**config.mk**
```make
export PLATFORM = sky130hd
export DESIGN_NAME = d_fifo_reader
export DESIGN_NICKNAME = d
export VERILOG_FILES = /design/src/rtl/d_fifo_reader_pkg.sv /design/src/rtl/d_fifo_reader_out_buffer_2.sv /design/src/rtl/d_fifo_reader.sv
export SDC_FILE = /design/constraint.sdc
export NUM_CORES = 1
export LEC_CHECK = 0
export BUFFER_PORTS_ARGS = -buffer_cell sky130_fd_sc_hd__buf_2
export CAP_MARGIN = 10
export CORE_MARGIN = 1.5
export CORE_UTILIZATION = 53
export CTS_CLUSTER_DIAMETER = 60
export DETAILED_ROUTE_END_ITERATION = 6
export PLACE_DENSITY = 0.85
export SETUP_SLACK_MARGIN = 0.1
export SLEW_MARGIN = 10
export SYNTH_ARGS = -nofsm -noshare
export SYNTH_HDL_FRONTEND = slang
export SYNTH_SLANG_ARGS = --single-unit
```
**constraint.sdc**
```tcl
create_clock -name clk -period 2.51 [get_ports clk]
set_input_delay 0.251 -clock clk [delete_from_list [all_inputs] [get_ports clk]]
set_output_delay 0.251 -clock clk [all_outputs]
set_load 0.03 [all_outputs]
```
**src/rtl/d_fifo_reader_pkg.sv**
```systemverilog
// Shared definitions for the egress FIFO reader: state encodings, source IDs
// and the default word width.
// Purely declarative; no logic.
package d_fifo_reader_pkg;

  localparam int DEFAULT_DATA_WIDTH = 6;

  typedef enum logic [1:0] {
    ST_IDLE   = 2'd0,
    ST_ACTIVE = 2'd1,
    ST_STALL  = 2'd2
  } state_t;

  typedef enum logic {
    SRC_D0 = 1'b0,
    SRC_D1 = 1'b1
  } src_t;

endpackage

```
**src/rtl/d_fifo_reader_out_buffer_2.sv**
```systemverilog
// Purpose: 2-entry FIFO of {src, data} holding words returned from the egress FIFOs.
// Latency: a push is visible at the head the following cycle.
// Backpressure: none internally; the caller guarantees it never pushes when full.
module out_buffer_2 #(
  parameter int DATA_WIDTH = d_fifo_reader_pkg::DEFAULT_DATA_WIDTH
) (
  input  logic                  clk,
  input  logic                  reset,
  input  logic                  push,
  input  logic                  push_src,
  input  logic [DATA_WIDTH-1:0] push_data,
  input  logic                  pop,
  output logic [1:0]            count,
  output logic                  head_src,
  output logic [DATA_WIDTH-1:0] head_data
);

  logic [DATA_WIDTH-1:0] mem_data [2];
  logic                  mem_src  [2];
  logic                  wr_ptr;
  logic                  rd_ptr;

  // Storage, pointers and occupancy; push and pop in one cycle leave count unchanged.
  always_ff @(posedge clk or posedge reset) begin
    if (reset) begin
      mem_data[0] <= '0;
      mem_data[1] <= '0;
      mem_src[0]  <= 1'b0;
      mem_src[1]  <= 1'b0;
      wr_ptr      <= 1'b0;
      rd_ptr      <= 1'b0;
      count       <= 2'd0;
    end else begin
      if (push) begin
        mem_data[wr_ptr] <= push_data;
        mem_src[wr_ptr]  <= push_src;
        wr_ptr           <= ~wr_ptr;
      end
      if (pop) begin
        rd_ptr <= ~rd_ptr;
      end
      case ({push, pop})
        2'b10:   count <= count + 2'd1;
        2'b01:   count <= count - 2'd1;
        default: count <= count;
      endcase
    end
  end

  assign head_data = mem_data[rd_ptr];
  assign head_src  = mem_src[rd_ptr];

endmodule

```
**src/rtl/d_fifo_reader.sv**
```systemverilog
// Purpose: round-robin pops of egress FIFOs D0/D1, merged into one tagged valid/ready stream.
// Latency: 2 cycles from a pop to valid_out (1 FIFO read latency + 1 buffer write).
// Backpressure: ready_in low stops new pops once buffered plus in-flight words reach 2.
module d_fifo_reader
  import d_fifo_reader_pkg::*;
#(
  parameter int DATA_WIDTH  = DEFAULT_DATA_WIDTH,
  parameter int COUNT_WIDTH = 8
) (
  input  logic                   clk,
  input  logic                   reset,
  input  logic                   enable,
  input  logic                   empty_fifo_D0,
  input  logic                   empty_fifo_D1,
  input  logic [DATA_WIDTH-1:0]  data_out_D0,
  input  logic [DATA_WIDTH-1:0]  data_out_D1,
  input  logic                   ready_in,
  output logic                   D0_pop,
  output logic                   D1_pop,
  output logic [DATA_WIDTH-1:0]  data_out,
  output logic                   valid_out,
  output logic                   src_out,
  output logic [COUNT_WIDTH-1:0] count_D0,
  output logic [COUNT_WIDTH-1:0] count_D1,
  output logic [1:0]             state_out
);

  logic [1:0] buf_count;
  logic       inflight;
  logic       inflight_src;
  logic       last;
  logic       deq;
  logic [2:0] occ;
  logic       pick_d1;
  logic       can_pop;
  logic       issue;
  logic       push_src;
  logic [DATA_WIDTH-1:0] push_data;
  state_t     state;
  state_t     state_next;

  assign valid_out = (buf_count != 2'd0);
  assign deq       = valid_out && ready_in;
  // Slots already committed: held words plus the one returning, minus the one leaving now.
  assign occ       = {1'b0, buf_count} + {2'b00, inflight} - {2'b00, deq};

  // Returning FIFO data is captured using the source tag registered with the pop.
  assign push_src  = inflight_src;
  assign push_data = inflight_src ? data_out_D1 : data_out_D0;

  out_buffer_2 #(.DATA_WIDTH(DATA_WIDTH)) u_buf (
    .clk       (clk),
    .reset     (reset),
    .push      (inflight),
    .push_src  (push_src),
    .push_data (push_data),
    .pop       (deq),
    .count     (buf_count),
    .head_src  (src_out),
    .head_data (data_out)
  );

  // Round-robin choice and pop eligibility; at most one pop per cycle.
  always_comb begin
    pick_d1 = 1'b0;
    can_pop = 1'b0;
    if (!empty_fifo_D0 && !empty_fifo_D1) begin
      pick_d1 = (last == SRC_D0);
      can_pop = 1'b1;
    end else if (!empty_fifo_D0) begin
      pick_d1 = 1'b0;
      can_pop = 1'b1;
    end else if (!empty_fifo_D1) begin
      pick_d1 = 1'b1;
      can_pop = 1'b1;
    end
    issue  = !reset && enable && (occ < 3'd2) && can_pop;
    D0_pop = issue && !pick_d1;
    D1_pop = issue && pick_d1;
  end

  // In-flight tracking and the round-robin pointer, which moves only on a real pop.
  always_ff @(posedge clk or posedge reset) begin
    if (reset) begin
      inflight     <= 1'b0;
      inflight_src <= SRC_D0;
      last         <= SRC_D1;
    end else begin
      inflight     <= D0_pop || D1_pop;
      inflight_src <= D1_pop;
      if (D0_pop) last <= SRC_D0;
      if (D1_pop) last <= SRC_D1;
    end
  end

  // Delivered-word counters, saturating at all-ones.
  always_ff @(posedge clk or posedge reset) begin
    if (reset) begin
      count_D0 <= '0;
      count_D1 <= '0;
    end else if (deq) begin
      if (src_out == SRC_D0) begin
        if (count_D0 != '1) count_D0 <= count_D0 + 1'b1;
      end else begin
        if (count_D1 != '1) count_D1 <= count_D1 + 1'b1;
      end
    end
  end

  // State register.
  always_ff @(posedge clk or posedge reset) begin
    if (reset) state <= ST_IDLE;
    else       state <= state_next;
  end

  // Next state from the current cycle's activity.
  always_comb begin
    state_next = ST_ACTIVE;
    if ((buf_count == 2'd0) && !inflight && !(D0_pop || D1_pop)) begin
      state_next = ST_IDLE;
    end else if ((buf_count == 2'd2) && !ready_in) begin
      state_next = ST_STALL;
    end
  end

  assign state_out = state;

endmodule

```
# --- After elaboration in Yosys (flattened, before gate mapping) ---
# Index checks and enable logic that the tools add are counted.
# Widths: inputs -> output; s select.
word_totals:
  register_bits: 39
  wordCells: 82
  out_inout_bits: 28
  input_bits: 18
classes:
  n_bitwise: 6
  order_cmp: 4
  n_mux: 23
  n_reduce_logical: 25
  n_addsub: 6
  eq_ne: 5
ops:
  columns: ["cell", "count"]
  rows:
  - ["$mux 6", 5]
  - ["$add 8x1->8 const B", 2]
  - ["$ne 8x8->1 const B", 2]
  - ["$bwmux 12", 1]
  - ["$logic_and 1x1->1", 11]
  - ["$mux 1", 11]
  - ["$logic_not 1->1", 7]
  - ["$demux 6 s1", 1]
  - ["$reduce_and 3->1", 2]
  - ["$reduce_bool 2->1", 3]
  - ["$eq 2x2->1 const B", 2]
  - ["$ge 2x2->1 const B", 2]
  - ["$mux 2", 2]
  - ["$not 1->1", 4]
  - ["$not 1->2", 2]
  - ["$pmux 2 s2", 1]
  - ["$add 2x1->3", 1]
  - ["$lt 3x2->1 const B", 1]
  - ["$sub 3x1->3", 1]
  - ["$add 2x1->2 const B", 1]
  - ["$bwmux 2", 1]
  - ["$eq 2x1->1 const B", 1]
  - ["$logic_not 2->1", 1]
  - ["$lt 2x1->1 const B", 1]
  - ["other kinds (3)", 3]

# --- Depth between registers and ports, before layout ---
# Gate-level depths: netlist (run 1).
logic_depth:
  word_depth: 11
  depth_mapped: 8
  mapped_depth_nobuf: 8

# --- Hierarchy ---
# Synthesis (run 1) repeated with hierarchy kept, for this count alone.
hier_totals:
  cells_unflattened: 157
  hier_area_um2: 1958.1
modules_own_cells:
  columns: ["mod", "seq_area_each_um2", "cells_per_inst", "instances", "area_each_um2"]
  rows:
  - ["d_fifo_reader", 526.8, 105, 1, 1148.6]
  - ["out_buffer_2", 450.4, 52, 1, 809.5]

# --- Worst setup path after synthesis (run 1) ---
# OpenSTA, ideal clock, no wires.
synth_timing:
  kind: "reg2out"
  from: "register u_buf.count[1]"
  to: "output D1_pop"
  path_stages_with_launch: 8
  t_arrival_ps: 2407
  path_buffers: 0
  path_slack_ps: -148
  path_cell_list: "dfrtp_1 -> nor3b_1 -> a21oi_1 -> nand2b_1 -> fa_1 -> nand4_1 -> nand2b_1 -> nor2b_1"
synth_between:
  elab_chain_cells: 7
  word_cells_on_any_way: 8
  classes_between: "add/sub (2); order compare (1); reduce/logical (5)"
synth_rtl:
  columns: ["item", "line", "source"]
  rows:
  - ["start: declaration", "d_fifo_reader_out_buffer_2.sv:13", "output logic [1:0] count,"]
  - ["start signal: assignment", "d_fifo_reader_out_buffer_2.sv:43", "2'b10: count <= count + 2'd1;"]
  - ["start signal: assignment", "d_fifo_reader_out_buffer_2.sv:44", "2'b01: count <= count - 2'd1;"]
  - ["start signal: assignment", "d_fifo_reader_out_buffer_2.sv:45", "default: count <= count;"]
  - ["branches (longest 2 deep; another with $add 2x1->3)", null, null]
  - ["$sub 3x1->3 (*)", "d_fifo_reader.sv:45", "assign occ = {1'b0, buf_count} + {2'b00, inflight} - {2'b00, deq};"]
  - ["$lt 3x2->1 (*)", "d_fifo_reader.sv:77", "issue = !reset && enable && (occ < 3'd2) && can_pop;"]
  - ["$logic_and 1x1->1 (*) (2 in a row)", "d_fifo_reader.sv:77", null]
  - ["$logic_and 1x1->1 (*)", "d_fifo_reader.sv:79", "D1_pop = issue && pick_d1;"]
  - ["end: declaration", "d_fifo_reader.sv:19", "output logic D1_pop,"]
# Every way passes the cells marked *.

# --- Worst setup path in the final report (run 1) ---
layout_timing:
  from: "register u_buf.count[0]"
  to: "output D1_pop"
# The elaborated chain is that of the path after synthesis.

==> results of run 1 <==
[sequential cells by signal, summed over array words and instances, names as in the netlist]
| register | cells |
|---|---|
| count_D0 | 8 |
| count_D1 | 8 |
| inflight | 1 |
| inflight_src | 1 |
| last | 1 |
| state_out | 2 |
| u_buf.count | 2 |
| u_buf.mem_data | 12 |
| u_buf.mem_src | 2 |
| u_buf.rd_ptr | 1 |
| u_buf.wr_ptr | 1 |
[area by class of cell]
cell class                      instances  area (um^2)
Sequential cell                        39          977
Inverter                                7         28.8
Tap cell                               46         57.6
Fill cell                             272         1020
Timing Repair Buffer                   57          328
Multi-Input combinational cell        123          931
Clock buffer                            8         68.8
[cell families after synthesis]
family          count (synthesis)
simple gates                   62
flops                          39
compound gates                 24
mux                            23
buf+inv                        12
xor+xnor                       11
fa+ha+maj                       3
[path summary, 6_finish.rpt]
path                                            startpoint                        to  depth (start not counted)
worst max-delay path            u_buf.count[0]$_DFFE_PP0P_                    D1_pop                          8
worst min-delay path                                 reset   count_D1[1]$_DFFE_PP0P_                          3
worst max register to register  u_buf.count[0]$_DFFE_PP0P_          last$_DFFE_PP1P_                          8
worst min register to register    u_buf.wr_ptr$_DFFE_PP0P_  u_buf.wr_ptr$_DFFE_PP0P_                          1
max in group asynchronous                            reset          last$_DFFE_PP1P_                          3
min in group clk                                  ready_in    state_out[1]$_DFF_PP0_                          2
[tightest hold or removal path, stage by stage]
cell and delay [ns]:
buf_2 0.10, inv_1 0.07, buf_4 0.43
[per-layer routing]
metal	GRT usage [%]	part of all wire, %	vias to the layer above
met5	0	0	-
met1	27.4	44	694
met4	7.50	1.5	0
met2	33.4	50	35
met3	3.21	4.1	8
li1	-	-	725
[cells in the mapped netlist]
master and number:
a21oi_1 12, a31oi_1 1, a41oi_1 2, and2_1 1, and3_1 1, and4_1 3, buf_1 1, buf_2 1
buf_6 1, clkbuf_1 2, dfrtp_1 38, dfstp_2 1, fa_1 1, ha_1 2, inv_1 6, inv_4 1
mux2_2 14, mux2_4 1, mux2i_1 7, mux2i_4 1, nand2_1 17, nand2_2 1, nand2b_1 5, nand3_1 6
nand4_1 5, nand4b_1 1, nor2_1 12, nor2_4 1, nor2b_1 2, nor3_1 3, nor3_4 1, nor3b_1 2
o21a_1 1, o21ai_0 6, o21ai_2 1, o21ai_4 1, or2_2 1, xnor2_1 10, xor2_1 1
[power breakdown]
part | internal, mW | switching (mW)
logic | 0.387 | 0.578
registers | 0.822 | 0.169
clock network | 0.165 | 0.190
[what timing repair did]
item | 4_1_cts | 5_1_grt
pin swaps | 2 | 2
endpoints found under the setup margin | 2 | 2
buffers inserted | 5 | 3
resized for setup | 9 | 0
endpoints found under the hold margin | 0 | 0
==> metrics.md, run 1 <==
| Metric | Value |
|---|---|
| Maximum VDD drop | `630 uV` |
| Initial core utilization | `56.2%` |
| IO Port Bufs | `45` |
| Fmax | `406 MHz` |
| Worst EP required | `2.26 ns` |
| P per Cell Area | `966 nW/um^2` |
| Final ANT Viol Nets | `0` |
| Worst slack at placement | `0.0283 ns` |
| Crit Path Category | `register to output pin` |
| Worst hold slack | `0.0623 ns` |
| Min-delay worst type | `primary input to async pin` |
| Slew @ Worst Pin | `0.486 ns` |
| Most common cell after layout, fill and taps aside | `buf_2` |
| Crit path top cell by count | `nand2b_4` |
| Chip Height | `63.2 um` |
| # IOs | `46` |
| Final Skew | `0.00406 ns` |
| Avg Vias per Cell | `5.22` |
| CTS clk-pin slew, worst paths | `0.10 ns` |
| Top area cells in the synthesized netlist | `dfrtp_1, mux2_2, xnor2_1` |
| Clock sinks | `39` |
| Post-synthesis mux area share | `13.8%` |
| Critical path capture point type | `output pin` |
| GPL Wtd Cong | `0.819` |
| Synthesized area | `1920 um^2` |
| Post-Syn Instances | `174` |
| Most frequent cells in the layout | `buf_2, dfrtp_1, nand2_1, mux2_2, buf_4` |
| Via count | `1462` |
| Slew headroom | `67.6%` |
| Largest family of logic cells by synthesized area | `simple AND/OR/NAND/NOR gates` |
| Worst Path Arrival | `2.21 ns` |
| Flops & latches, synth | `39` |
| Final Util | `70.0%` |
| Row count | `21` |
| Num CTS Buffers | `5` |
| Fin area | `2390 um^2` |
| Sequential area share after synthesis | `50.9%` |
| Final setup viols | `0` |
| Syn_nets | `195` |
| TNS Setup | `0 ns` |
| Pre-Repair DR Iteration Count | `4` |
| Final WL | `3610 um` |
| Fin. Hold Viols | `0` |
| Share of cells above drive strength 1 | `40.6%` |
| # DRC | `0` |
| CTS max path bufs | `2` |
| Nets@finish | `254` |
| Root Driver | `clkbuf_4` |
| Minimum clock period | `2.46 ns` |
| Synth top area share | `49.6%` |
| Final period util | `98.0%` |
| Critical path's largest stage delay | `0.47 ns` |
| Dominant cell type by area after synthesis | `dfrtp_1` |
| Final cell count without fillers | `280` |
| R2R Setup Slk | `0.43 ns` |
| Core Region | `3420 um^2` |
| Synthesis-to-finish area growth | `24.7%` |
| Clock Latency Late Sink | `0.33 ns` |
| Vias in the first global route | `1378` |
| H-tree depth | `2` |
| Count of unique library cells instantiated by Yosys | `39` |
| Number of DRC markers in iteration 0 | `35` |
| Number of buffers and inverters on the critical path | `1` |
| Setup WS post-layout | `0.0498 ns` |
| CTS tree | `built` |
| RSZ-0062 raised after global routing | `true` |
| Largest net degree at the start of global routing | `40` |
| Startpoint Class | `register` |
| Drt wl/cell | `12.9 um` |
| Post-synthesis compound-gate area fraction | `7.63%` |
| Antenna violations before repair | `0` |
| Placement Cell Area | `2220 um^2` |
| Global-route wire length before repair | `6340 um` |
| Die W | `63.2 um` |
| CTS hold repair buffers | `0` |
| Status | `complete, no violations` |
| Antenna diodes | `0` |
| Static leakage power | `1.15 nW` |
| Critical Path Slowest Stage Cell | `fa_1` |
| Crit-path leading delay family | `simple AND/OR/NAND/NOR gates` |
| Critical-path cell list | `nor3b_2 > a21oi_2 > nand2b_4 > fa_1 > nand4_1 > nand2b_4 > nor2b_4 > buf_6` |
| Post-detail-place hpwl | `2510 um` |
| Adder-Cell Fraction of Synth Area | `2.35%` |
| Inst Count DP | `264` |
| Crit path max fanout | `3` |
| Syn avg cell area | `11.0 um^2` |
| Synth Area in Simple Gates | `17.3%` |
| GRT Util Overall | `20.4%` |
| Total power | `2.31 mW` |
| Slew Limit Fails | `0` |
| Synth warn | `0` |
| Max Cap Viol | `0` |
| Die area | `3990 um^2` |
| XOR/XNOR Fraction of Synth Area | `5.02%` |
| GRT overflow | `0` |
No activity file was read; power rests on OpenSTA's default activity.
==> run 2: changes to the inputs <==
--- a/config.mk
+++ b/config.mk
@@ -8,10 +8,10 @@
 export BUFFER_PORTS_ARGS = -buffer_cell sky130_fd_sc_hd__buf_2
 export CAP_MARGIN = 10
 export CORE_MARGIN = 1.5
-export CORE_UTILIZATION = 53
+export CORE_UTILIZATION = 54
 export CTS_CLUSTER_DIAMETER = 60
 export DETAILED_ROUTE_END_ITERATION = 6
-export PLACE_DENSITY = 0.85
+export PLACE_DENSITY = 0.86
 export SETUP_SLACK_MARGIN = 0.1
 export SLEW_MARGIN = 10
 export SYNTH_ARGS = -nofsm -noshare
==> constraint.sdc (replaced) <==
create_clock -name clk -period 2.9 [get_ports clk]
set_input_delay 0.29 -clock clk [delete_from_list [all_inputs] [get_ports clk]]
set_output_delay 0.29 -clock clk [all_outputs]
set_load 0.05 [all_outputs]
==> metrics.md, run 2 (synthesis gave the netlist of run 1 again) <==
| Metric | Value |
|---|---|
| Status | `complete, no violations` |
| RSZ-0062 raised after global routing | `false` |
| CTS clk-pin slew, worst paths | `0.12 ns` |
| Max Cap Viol | `0` |
| Slew Limit Fails | `0` |
| Number of buffers and inverters on the critical path | `1` |
| Initial core utilization | `57.0%` |
| Fin. Hold Viols | `0` |
| Net Sw Frac | `47.1%` |
| Worst EP required | `2.61 ns` |
| Critical path capture point type | `output pin` |
| Slew @ Worst Pin | `0.464 ns` |
| Die area | `3920 um^2` |
| Final period util | `91.8%` |
| Largest net degree at the start of global routing | `40` |
| Min-delay worst type | `primary input to async pin` |
| Maximum VDD drop | `506 uV` |
| Critical Path Slowest Stage Cell | `fa_1` |
| Startpoint Class | `register` |
| Pre-Repair DR Iteration Count | `4` |
| P per Cell Area | `937 nW/um^2` |
| Antenna violations before repair | `0` |
| Clock Latency Late Sink | `0.34 ns` |
| Row count | `21` |
| Flop pwr share | `40.5%` |
| Internal power component | `1.13 mW` |
| # IOs | `46` |
| Final WL | `3400 um` |
| Chip Height | `62.6 um` |
| Global-route wire length before repair | `5830 um` |
| Most frequent cells in the layout | `buf_2, dfrtp_1, nand2_1, mux2_2, a21oi_1` |
| Worst R2R Path Depth | `7` |
| Clock share of power | `12.4%` |
| Avg Vias per Cell | `5.22` |
| Nets@finish | `246` |
| Final setup viols | `0` |
| Core Region | `3360 um^2` |
| Root Driver | `clkbuf_4` |
| Antenna diodes | `0` |
| Fillcell total | `294` |
| GRT Util Overall | `18.9%` |
| # DRC | `0` |
| CTS tree | `built` |
| Drt wl/cell | `12.5 um` |
| GRT overflow | `0` |
| Worst path depth | `8` |
| Crit Path Category | `register to output pin` |
| Biggest regs | `u_buf.mem_data: 12 flops, count_D0: 8 flops, count_D1: 8 flops` |
| Static leakage power | `1.07 nW` |
| H-tree depth | `2` |
| Number of DRC markers in iteration 0 | `59` |
| Crit-path leading delay family | `simple AND/OR/NAND/NOR gates` |
| Crit path max fanout | `4` |
| Critical-path cell list | `nor3b_2 > a21oi_1 > nand2b_1 > fa_1 > nand4_1 > nand2b_2 > nor2_2 > clkbuf_4` |
| Max reg flops | `12` |
| Final ANT Viol Nets | `0` |
| Logic gate share of total power | `47.1%` |
| Most common cell after layout, fill and taps aside | `buf_2` |
| Via count | `1419` |
| IO Port Bufs | `45` |
| Num CTS Buffers | `5` |
| TNS Setup | `0 ns` |
| Clock sinks | `39` |
| Fmax | `375 MHz` |
| Post-detail-place hpwl | `2420 um` |
| CTS max path bufs | `2` |
| Vias in the first global route | `1365` |
| Net Sw Power | `1.00 mW` |
| Final Util | `67.5%` |
| Minimum clock period | `2.66 ns` |
| Final Skew | `0.0116 ns` |
| Critical path's largest stage delay | `0.49 ns` |
| GPL Wtd Cong | `0.778` |
| Synthesis-to-finish area growth | `18.4%` |
| Worst Path Arrival | `2.37 ns` |
| Die W | `62.6 um` |
| Slew headroom | `68.9%` |
| Biggest register | `u_buf.mem_data` |
| Share of cells above drive strength 1 | `36.7%` |
run 2: changes by cell type in the layout (fill, tap and decap cells not counted), sizes merged:
cell    previous run  this run
buf               57        48
clkinv             0         1
run 2: power by group through the flow:
stage	Clock, mW	Sequential (mW)	Combinational, mW
2_1_floorplan	0	1.01	0.669
3_3_place_gp	0	0.864	0.989
3_5_place_dp	0	0.870	1.01
4_1_cts	0.275	0.861	1.01
5_1_grt	0.303	0.886	1.08
6_report	0.264	0.862	1.00
run 2: repair_timing:
action	4_1_cts	5_1_grt
hold buffers	0	0
pin swaps	0	1
cloned	0	0
buffers inserted	0	1
resized for setup	2	2
setup endpoints to repair	2	2
run 2: final cells by class:
class                      instances  area [um^2]  area share, %
multi-input combinational        123          897           39.5
clock inverter                     1         5.00          0.220
sequential                        39          977           43.0
inverter                           7         28.8           1.27
timing repair buffer              49          260           11.5
clock buffer                       7         45.0           1.98
tap                               46         57.6           2.53
run 2: path summary, 6_finish.rpt:
path	from	endpoint	slack (ns)
max	u_buf.count[0]$_DFFE_PP0P_	D0_pop	0.24
min	reset	count_D1[0]$_DFFE_PP0P_	0.09
max reg2reg	u_buf.count[0]$_DFFE_PP0P_	last$_DFFE_PP1P_	0.85
min reg2reg	u_buf.wr_ptr$_DFFE_PP0P_	u_buf.wr_ptr$_DFFE_PP0P_	0.48
max in group asynchronous	reset	last$_DFFE_PP1P_	2.45
min in group clk	ready_in	state_out[1]$_DFF_PP0_	0.19
run 2: through the flow:
| step | instance area, um^2 | hold WS (ns) | setup slack [ns] | total power [mW] | instances |
|---|---|---|---|---|---|
| 2_1_floorplan | 1920 | 0.371 | 0.191 | 1.68 | 174 |
| 3_3_place_gp | 2200 | 0.458 | 0.315 | 1.85 | 263 |
| 3_5_place_dp | 2200 | 0.464 | 0.230 | 1.88 | 263 |
| 4_1_cts | 2260 | 0.0955 | 0.125 | 2.15 | 271 |
| 5_1_grt | 2270 | 0.115 | 0.0736 | 2.27 | 272 |
| 6_report | 2270 | 0.0871 | 0.236 | 2.13 | 272 |
run 2: tightest hold or removal path, delay by kind of cell:
family	cells	cell delay [ns]
buffers and inverters	3	0.59
run 2: layer usage:
layer  GRT usage [%]  share of wire [%]
met3            5.77                5.1
met5               0                  0
met1            23.4                 45
met4            5.00                1.1
met2            32.1                 49
==> run 3: changes to the inputs <==
--- a/config.mk
+++ b/config.mk
@@ -9,6 +9,7 @@
 export CAP_MARGIN = 10
 export CORE_MARGIN = 1.5
 export CORE_UTILIZATION = 54
+export CTS_BUF_LIST = sky130_fd_sc_hd__clkbuf_8
 export CTS_CLUSTER_DIAMETER = 60
 export DETAILED_ROUTE_END_ITERATION = 6
 export PLACE_DENSITY = 0.86
==> metrics.md, run 3 (synthesis gave the netlist of run 1 again) <==
| Metric | Value |
|---|---|
| Biggest register | `u_buf.mem_data` |
| # DRC | `0` |
| Max Cap Viol | `0` |
| Drt wl/cell | `12.3 um` |
| Minimum clock period | `2.63 ns` |
| Status | `complete, no violations` |
| Startpoint Class | `register` |
| Crit path max fanout | `4` |
| Synthesis-to-finish area growth | `19.6%` |
| Vias in the first global route | `1352` |
| Final WL | `3330 um` |
| Worst R2R Path Depth | `7` |
| Largest net degree at the start of global routing | `40` |
| Die W | `62.6 um` |
| Fmax | `381 MHz` |
| Worst Path Arrival | `2.34 ns` |
| Critical path capture point type | `output pin` |
| Slew headroom | `69.0%` |
| Maximum VDD drop | `571 uV` |
| Chip Height | `62.6 um` |
| H-tree depth | `2` |
| Root Driver | `clkbuf_8` |
| # IOs | `46` |
| Static leakage power | `1.09 nW` |
| Placement Cell Area | `2200 um^2` |
| Fillcell total | `297` |
| Share of cells above drive strength 1 | `36.4%` |
| Core Region | `3360 um^2` |
| Multi-input logic area | `897 um^2` |
| Global-route wire length before repair | `5790 um` |
| CTS tree | `built` |
| Clock Latency Late Sink | `0.28 ns` |
| Slew Limit Fails | `0` |
| Antenna violations before repair | `0` |
| Biggest regs | `u_buf.mem_data: 12 flops, count_D0: 8 flops, count_D1: 8 flops` |
| Fin area | `2290 um^2` |
| Setup WS post-layout | `0.274 ns` |
| CTS clk-pin slew, worst paths | `0.07 ns` |
| Avg Vias per Cell | `5.22` |
| Antenna diodes | `0` |
| Number of DRC markers in iteration 0 | `57` |
| CTS hold repair buffers | `0` |
| Min-delay worst type | `primary input to async pin` |
| Critical R2R Capture | `last$_DFFE_PP1P_` |
| GRT overflow | `0` |
| Clock sinks | `39` |
| Num CTS Buffers | `5` |
| Pre-Repair DR Iteration Count | `4` |
| Crit Path Category | `register to output pin` |
| Register area | `977 um^2` |
| Nets@finish | `245` |
| Final period util | `90.6%` |
| Worst EP required | `2.61 ns` |
| Most common cell after layout, fill and taps aside | `buf_2` |
| GRT Util Overall | `18.7%` |
| Most frequent cells in the layout | `buf_2, dfrtp_1, nand2_1, mux2_2, a21oi_1` |
| CTS max path bufs | `2` |
| Initial core utilization | `57.0%` |
| R2R Setup Slk | `0.83 ns` |
| Max reg flops | `12` |
| RSZ-0062 raised after global routing | `false` |
| Post-CTS setup buffers | `0` |
| Final setup viols | `0` |
| Worst r2r src | `u_buf.count[0]$_DFFE_PP0P_` |
| Final Skew | `0.00729 ns` |
| TNS Setup | `0 ns` |
| Slew @ Worst Pin | `0.462 ns` |
| Die area | `3920 um^2` |
| Fin. Hold Viols | `0` |
| IO Port Bufs | `45` |
| Total power | `2.20 mW` |
| Worst slack at placement | `0.230 ns` |
| Row count | `21` |
| Final ANT Viol Nets | `0` |
| P per Cell Area | `959 nW/um^2` |
| Via count | `1415` |
| Final Util | `68.2%` |
| GPL Wtd Cong | `0.778` |
| Post-detail-place hpwl | `2420 um` |
run 3: cell count changes in the layout (fill, tap and decap cells not counted):
cell | previous run | this run
clkbuf_4 | 6 | 1
clkbuf_8 | 0 | 5
clkbuf_1 | 2 | 0
inv_1 | 6 | 8
buf_4 | 5 | 4
run 3: timing repair:
action / 4_1_cts / 5_1_grt
endpoints found under the hold margin: 0 / 0
gates resized for setup: 1 / 4
pin swaps: 0 / 1
setup endpoints to repair: 2 / 2
run 3: metrics by stage:
stage	hold WS, ns	cells
floorplan	0.371	174
global placement	0.458	263
detailed placement	0.464	263
CTS	0.166	271
global route	0.204	271
finish	0.155	271
run 3: layout make-up:
cell class | instances | share of cell area [%]
Sequential cell | 39 | 42.6
Multi-Input combinational cell | 123 | 39.1
Inverter | 7 | 1.25
Timing Repair Buffer | 48 | 11.0
Tap cell | 46 | 2.51
Clock buffer | 5 | 3.00
Clock inverter | 3 | 0.545
run 3: routing by layer:
metal  share of wire (%)  vias to the layer above  wire, um  track usage [%]
met2                  49                       30      1640             31.6
li1                    -                      707         -                -
met5                   0                        -         0                0
met4                0.75                        0        25             5.00
met1                  46                      674      1520             23.8
met3                 4.3                        4       144             5.23
run 3: worst max-delay path by stage:
| stage | start | slack [ns] | endpoint | cells past startpoint |
|---|---|---|---|---|
| after CTS | u_buf.count[0]$_DFFE_PP0P_ | 0.17 | D1_pop | 8 |
| after global placement | ready_in | 0.32 | D1_pop | 10 |
| after detailed placement | ready_in | 0.23 | D1_pop | 10 |
| after global routing | u_buf.count[0]$_DFFE_PP0P_ | 0.11 | D1_pop | 8 |
| final | u_buf.count[0]$_DFFE_PP0P_ | 0.27 | D0_pop | 8 |
| after floorplan | u_buf.count[1]$_DFFE_PP0P_ | 0.19 | D1_pop | 7 |
run 3: critical path: stages, from the launching register on:
cell	delay, ns
dfrtp_1	0.39
nor3b_2	0.23
a21oi_1	0.09
nand2b_1	0.16
fa_1	0.49
nand4_1	0.11
nand2b_2	0.23
nor2_2	0.11
clkbuf_4	0.22
run 3: power breakdown:
part / total (mW) / internal, mW / switching (mW) / leakage [nW]
combinational: 1.00 / 0.319 / 0.682 / 0.548
sequential: 0.863 / 0.713 / 0.150 / 0.491
clock: 0.337 / 0.162 / 0.176 / 0.0505
total: 2.20 / 1.19 / 1.01 / 1.09
